File: src/rtl/xmem_loader_pkg.sv
// xmem_loader_pkg: shared xmem port widths and loader FSM encoding.
package xmem_loader_pkg;
   localparam int MEM_ADDR_W = 10;
   localparam int MEM_DATA_W = 32;
   typedef enum logic [1:0] {S_IDLE, S_LOAD, S_LAST, S_DONE} state_t;
endpackage

File: src/rtl/xmem_loader_agen.sv
// xmem_loader_agen: address accumulator and word counter for the loader.
module xmem_loader_agen import xmem_loader_pkg::*; #(
   parameter int ADDR_W = MEM_ADDR_W
) (
   input  logic              clk,
   input  logic              rst,
   input  logic              load,
   input  logic              step,
   input  logic [ADDR_W-1:0] cfg_addr,
   input  logic [ADDR_W-1:0] cfg_incr,
   input  logic [ADDR_W:0]   cfg_len,
   output logic [ADDR_W-1:0] addr,
   output logic              last
);
   logic [ADDR_W-1:0] addr_q, addr_d, incr_q, incr_d;
   logic [ADDR_W:0]   len_q, len_d, idx_q, idx_d, idx_n;
   assign idx_n = idx_q + 1'b1;
   assign addr  = addr_q;
   // last flags that the word being accepted now is the final one
   assign last  = idx_n == len_q;
   always_comb begin
      addr_d = load ? cfg_addr : step ? addr_q + incr_q : addr_q;
      incr_d = load ? cfg_incr : incr_q;
      len_d  = load ? cfg_len : len_q;
      idx_d  = load ? '0 : step ? idx_n : idx_q;
   end
   always_ff @(posedge clk or negedge rst) begin
      if (!rst) begin
         addr_q <= '0;
         incr_q <= '0;
         len_q  <= '0;
         idx_q  <= '0;
      end else begin
         addr_q <= addr_d;
         incr_q <= incr_d;
         len_q  <= len_d;
         idx_q  <= idx_d;
      end
   end
endmodule

File: src/rtl/xmem_loader.sv
// xmem_loader: streams words into an xmem at strided addresses.
module xmem_loader import xmem_loader_pkg::*; #(
   parameter int DATA_W = MEM_DATA_W,
   parameter int ADDR_W = MEM_ADDR_W
) (
   input  logic              clk,
   input  logic              rst,
   input  logic              start,
   input  logic              abort,
   input  logic [ADDR_W-1:0] cfg_addr,
   input  logic [ADDR_W-1:0] cfg_incr,
   input  logic [ADDR_W:0]   cfg_len,
   input  logic              s_valid,
   input  logic [DATA_W-1:0] s_data,
   output logic              s_ready,
   output logic              mem_valid,
   output logic              mem_we,
   output logic [ADDR_W-1:0] mem_addr,
   output logic [DATA_W-1:0] mem_wdata,
   output logic              busy,
   output logic              done,
   output logic [ADDR_W:0]   count
);
   state_t            state_q, state_d;
   logic              mem_valid_q, mem_valid_d, busy_q, busy_d, done_q, done_d;
   logic [ADDR_W-1:0] mem_addr_q, mem_addr_d, gen_addr;
   logic [DATA_W-1:0] mem_wdata_q, mem_wdata_d;
   logic [ADDR_W:0]   count_q, count_d;
   logic              accept, load, go, gen_last;
   assign s_ready = state_q == S_LOAD;
   assign accept  = s_ready && s_valid;
   assign go      = state_q == S_IDLE && start;
   assign load    = go && cfg_len != '0;
   xmem_loader_agen #(.ADDR_W(ADDR_W)) u_agen (
      .clk(clk), .rst(rst), .load(load), .step(accept),
      .cfg_addr(cfg_addr), .cfg_incr(cfg_incr), .cfg_len(cfg_len),
      .addr(gen_addr), .last(gen_last)
   );
   always_comb begin
      state_d = state_q;
      case (state_q)
         S_IDLE: state_d = !start ? S_IDLE : load ? S_LOAD : S_DONE;
         S_LOAD: state_d = abort ? S_IDLE : (accept && gen_last) ? S_LAST : S_LOAD;
         S_LAST: state_d = abort ? S_IDLE : S_DONE;
         default: state_d = S_IDLE;
      endcase
      // an accept coinciding with abort is dropped rather than written
      mem_valid_d = accept && !abort;
      mem_addr_d  = accept ? gen_addr : mem_addr_q;
      mem_wdata_d = accept ? s_data : mem_wdata_q;
      count_d     = go ? '0 : count_q + {{ADDR_W{1'b0}}, mem_valid_q};
      busy_d      = state_d != S_IDLE;
      done_d      = state_d == S_DONE;
   end
   always_ff @(posedge clk or negedge rst) begin
      if (!rst) begin
         state_q     <= S_IDLE;
         mem_valid_q <= 1'b0;
         mem_addr_q  <= '0;
         mem_wdata_q <= '0;
         count_q     <= '0;
         busy_q      <= 1'b0;
         done_q      <= 1'b0;
      end else begin
         state_q     <= state_d;
         mem_valid_q <= mem_valid_d;
         mem_addr_q  <= mem_addr_d;
         mem_wdata_q <= mem_wdata_d;
         count_q     <= count_d;
         busy_q      <= busy_d;
         done_q      <= done_d;
      end
   end
   assign mem_valid = mem_valid_q;
   assign mem_we    = mem_valid_q;
   assign mem_addr  = mem_addr_q;
   assign mem_wdata = mem_wdata_q;
   assign busy      = busy_q;
   assign done      = done_q;
   assign count     = count_q;
endmodule

File: config.mk
export PLATFORM = sky130hd
export DESIGN_NAME = xmem_loader
export DESIGN_NICKNAME = d
export VERILOG_FILES = /design/src/rtl/xmem_loader_pkg.sv /design/src/rtl/xmem_loader_agen.sv /design/src/rtl/xmem_loader.sv
export SDC_FILE = /design/constraint.sdc
export NUM_CORES = 1
export LEC_CHECK = 0
export ABC_AREA = 1
export BUFFER_PORTS_ARGS = -buffer_cell sky130_fd_sc_hd__clkbuf_2
export CORE_AREA = 2 2 154 96
export DETAILED_ROUTE_END_ITERATION = 8
export DIE_AREA = 0 0 156 98
export PLACE_DENSITY = 0.65
export SYNTH_ARGS = -nofsm -noshare
export SYNTH_HDL_FRONTEND = slang
export SYNTH_SLANG_ARGS = --single-unit
File: constraint.sdc
create_clock -name clk -period 5.55 [get_ports clk]
set_input_delay 0.555 -clock clk [delete_from_list [all_inputs] [get_ports clk]]
set_output_delay 0.555 -clock clk [all_outputs]
set_load 0.01 [all_outputs]
==> results_dict.tcl <==
set metrics [dict create \
    outcome "finished clean" \
    r2r_cells 9 \
    grt-ovfl-total 0 \
    clock_sinks 100 \
    setup_viol 0 \
    power.density_mw_per_mm2 413.5 \
    netlist.area_leader.share 0.5248 \
    yosys_most_used_dff "dfrtp_1" \
    finalHoldViolations 0 \
    skew_ps 5.889 \
    synthArstFlopShare 1.000 \
    fmax_mhz 449.8 \
    num_rows 34 \
    worstSetupPathType "reg2reg" \
    end_kind "flip-flop" \
    register_area_mm2 0.002502 \
    power_mw 2.426 \
    grt_max_degree 67 \
    port_buffers 125 \
    postCtsHoldBufs 0 \
    arrival_ps 2500 \
    hp-class "in2async" \
    h-tree-depth 3 \
    start_util 0.3407 \
    wirelength_um 12060 \
    path_max_fanout 4 \
    drt-pass1-iter-count 5 \
    fin_util 0.4193 \
    yosysWarnings 0 \
    tightestPinTransition_ps 1131 \
    synth.avg_cell_area_um2 8.250 \
    netlist.top_cell.by_area "dfrtp_1" \
    worst_path_largest_cell_delay_ps 430 \
    placed_cells 868 \
    ant_nets 0 \
    synth-simple-area-share 0.2829 \
    synth_edf_count 0 \
    place_congestion 0.8421 \
    viasPerCell 4.670 \
    p_clk_frac 0.268 \
    area_delta_synth_final_pct 23.06 \
    switching_share 0.3500 \
    cap_violations 0 \
    p_comb_frac 0.312 \
    finalSetupTns_ps 0 \
    cts_tree "done" \
    fp.dieArea_mm2 0.01529 \
    power.switching_uw 849.2 \
    synth_nets 659 \
    synth_area_leaders "dfrtp_1 52%, nand2_1 19%, inv_1 3.8%, ha_1 3.1%, o21ai_0 2.8%" \
    antenna_found_initial 0 \
    io_pins 126 \
    wl_per_cell_um 13.64 \
    grt_pass1_wl_um 20240 \
    post_cts_resized 0 \
    crit_chain "ha_1 -> inv_1 -> fa_1 -> o21ai_0 -> nand2_1 -> o311ai_0 -> o21ai_0 -> a21o_1 -> nand3_1" \
    synth_top_family_by_area "simple AND/OR/NAND/NOR gates" \
    grt_pass1_vias 4056 \
    fp.dieH_um 98 \
    cts_buffers 9 \
    final_common_cell "nand2_1" \
    post-cts-setup-buffers 0 \
    p_int_mw 1.577 \
    clk_latency_ps 340 \
    start_kind "flip-flop" \
    fill_cells 1416 \
    slew_viol_final 0 \
    final_cell_count_no_fill 884 \
    synth_compound_area_frac 0.08659 \
    relSlewSlack 0.2446 \
    drtIter0Drc 214 \
    drc_errors 0 \
    dieWidth_um 156 \
    yosysUniqueCellTypes 44 \
    period_minus_slack_ps 2223 \
    multi_input_area_mm2 0.001984 \
    clk_pin_slew_ps 70 \
    diodes 0 \
    syn_inst 578 \
    clk_root_buffer_cell "clkbuf_16" \
    layout_common_cells "239 x nand2_1, 124 x clkbuf_2, 100 x dfrtp_1" \
    cp.required_ps 5830 \
    nets 780 \
    core-area_mm2 0.01400 \
    crit_slowest_cell "fa_1" \
    synthXorXnorAreaFrac 0.01102 \
    grt_util_all_layers 0.1673 \
    synthAdderAreaFrac 0.03569 \
    via_count 4128 \
    seq_power_share 0.420 \
    synth_seq_cells 100 \
    vdd_drop_max_uv 173.9 \
    synth_area_mm2 0.004768 \
    cpMostUsedCell "o21ai_0" \
    dp.final_hpwl_um 8710 \
    finalCritPeriodShare 0.4006 \
    synth.area.mux_share 0 \
    clockBufferDepth 2 \
    drive_gt1_frac 0.2315 \
    rsz0062_at_grt "false" \
    seq_area_frac_synth 0.5248 \
    power.leakage_nw 3.124 \
]
## area by class of cell
cell class / instances / area share
multi-input combinational: 409 / 0.3382
sequential: 100 / 0.4264
clock inverter: 5 / 0.01023
inverter: 52 / 0.03412
tap: 180 / 0.03838
clock buffer: 11 / 0.04307
timing repair buffer: 127 / 0.1096
## worst max-delay path, delay by kind of cell, from the launching register on
| kind | cells | cell delay [ps] |
|---|---|---|
| AOI/OAI and AO/OA | 4 | 870 |
| adders and majority gates | 2 | 670 |
| DFF | 1 | 380 |
| and+or+nand+nor | 2 | 160 |
| buffers and inverters | 1 | 80 |
## Yosys cell counts, types with 2 or more instances
library cell and instances:
o221ai_1 3, o21ai_0 27, nand2_1 239, buf_1 6, o22ai_1 9, ha_1 12, dfrtp_1 100, nor3_1 6
nand4_1 7, nor2_2 3, inv_4 2, xor2_1 2, inv_1 48, inv_2 2, o211ai_1 3, a21oi_1 15
nor4_1 2, nand3b_1 5, nor2_4 2, nand3_1 23, o21ai_1 2, nor2_1 26, xnor2_1 4, nand2_2 3
clkbuf_1 4, buf_2 5
## per-layer routing
metal,track usage,wire (um),vias up
li1,-,-,2090
met1,0.2527,6208,1891
met2,0.2321,4821,140
met3,0.05371,952,7
met4,0.03811,75,0
met5,0,0,-
## kinds of logic (layout without fill, tap and decap cells)
group	after synthesis	in the layout
and+or+nand+nor	321	321
AOI/OAI and AO/OA	69	69
DFF	100	100
adders and majority gates	13	13
xor gates and xnor gates	6	6
buffers and inverters	69	195
## worst paths after layout
check | from | to | slack (ps)
hold reg to reg | mem_wdata[1] | mem_wdata[1] | 480
setup / recovery | u_agen.incr_q[0] | u_agen.addr[8] | 3330
setup reg to reg | u_agen.incr_q[0] | u_agen.addr[8] | 3330
min in group clk | s_data[8] | mem_wdata[8] | 400
hold / removal | rst | u_agen.incr_q[3] | 180
max in group asynchronous | rst | count[10] | 4220
## sequential cells by signal, summed over array words and instances, names as in the netlist
name	count
u_agen.incr_q	10
done	1
u_agen.len_q	11
mem_wdata	32
mem_valid	1
u_agen.addr	10
u_agen.idx_q	11
state_q	2
count	11
busy	1
mem_addr	10
## power groups by stage
stage / registers [mW] / clock network [mW] / logic, mW
floorplan: 1.05 / 0 / 0.463
global placement: 1.03 / 0 / 0.746
detailed placement: 1.03 / 0 / 0.760
CTS: 1.02 / 0.666 / 0.761
global route: 1.04 / 0.701 / 0.858
finish: 1.02 / 0.650 / 0.756
## through the flow
stage	hold WS [ps]	instance area (um2)	setup slack [ps]
floorplan	259.4	4768	3762
finish	177.4	5868	3327
global route	201.3	5868	3170
CTS	194.4	5868	3396
detailed placement	461.7	5555	3013
global placement	459.5	5555	2967
No activity file was read; power rests on OpenSTA's default activity.
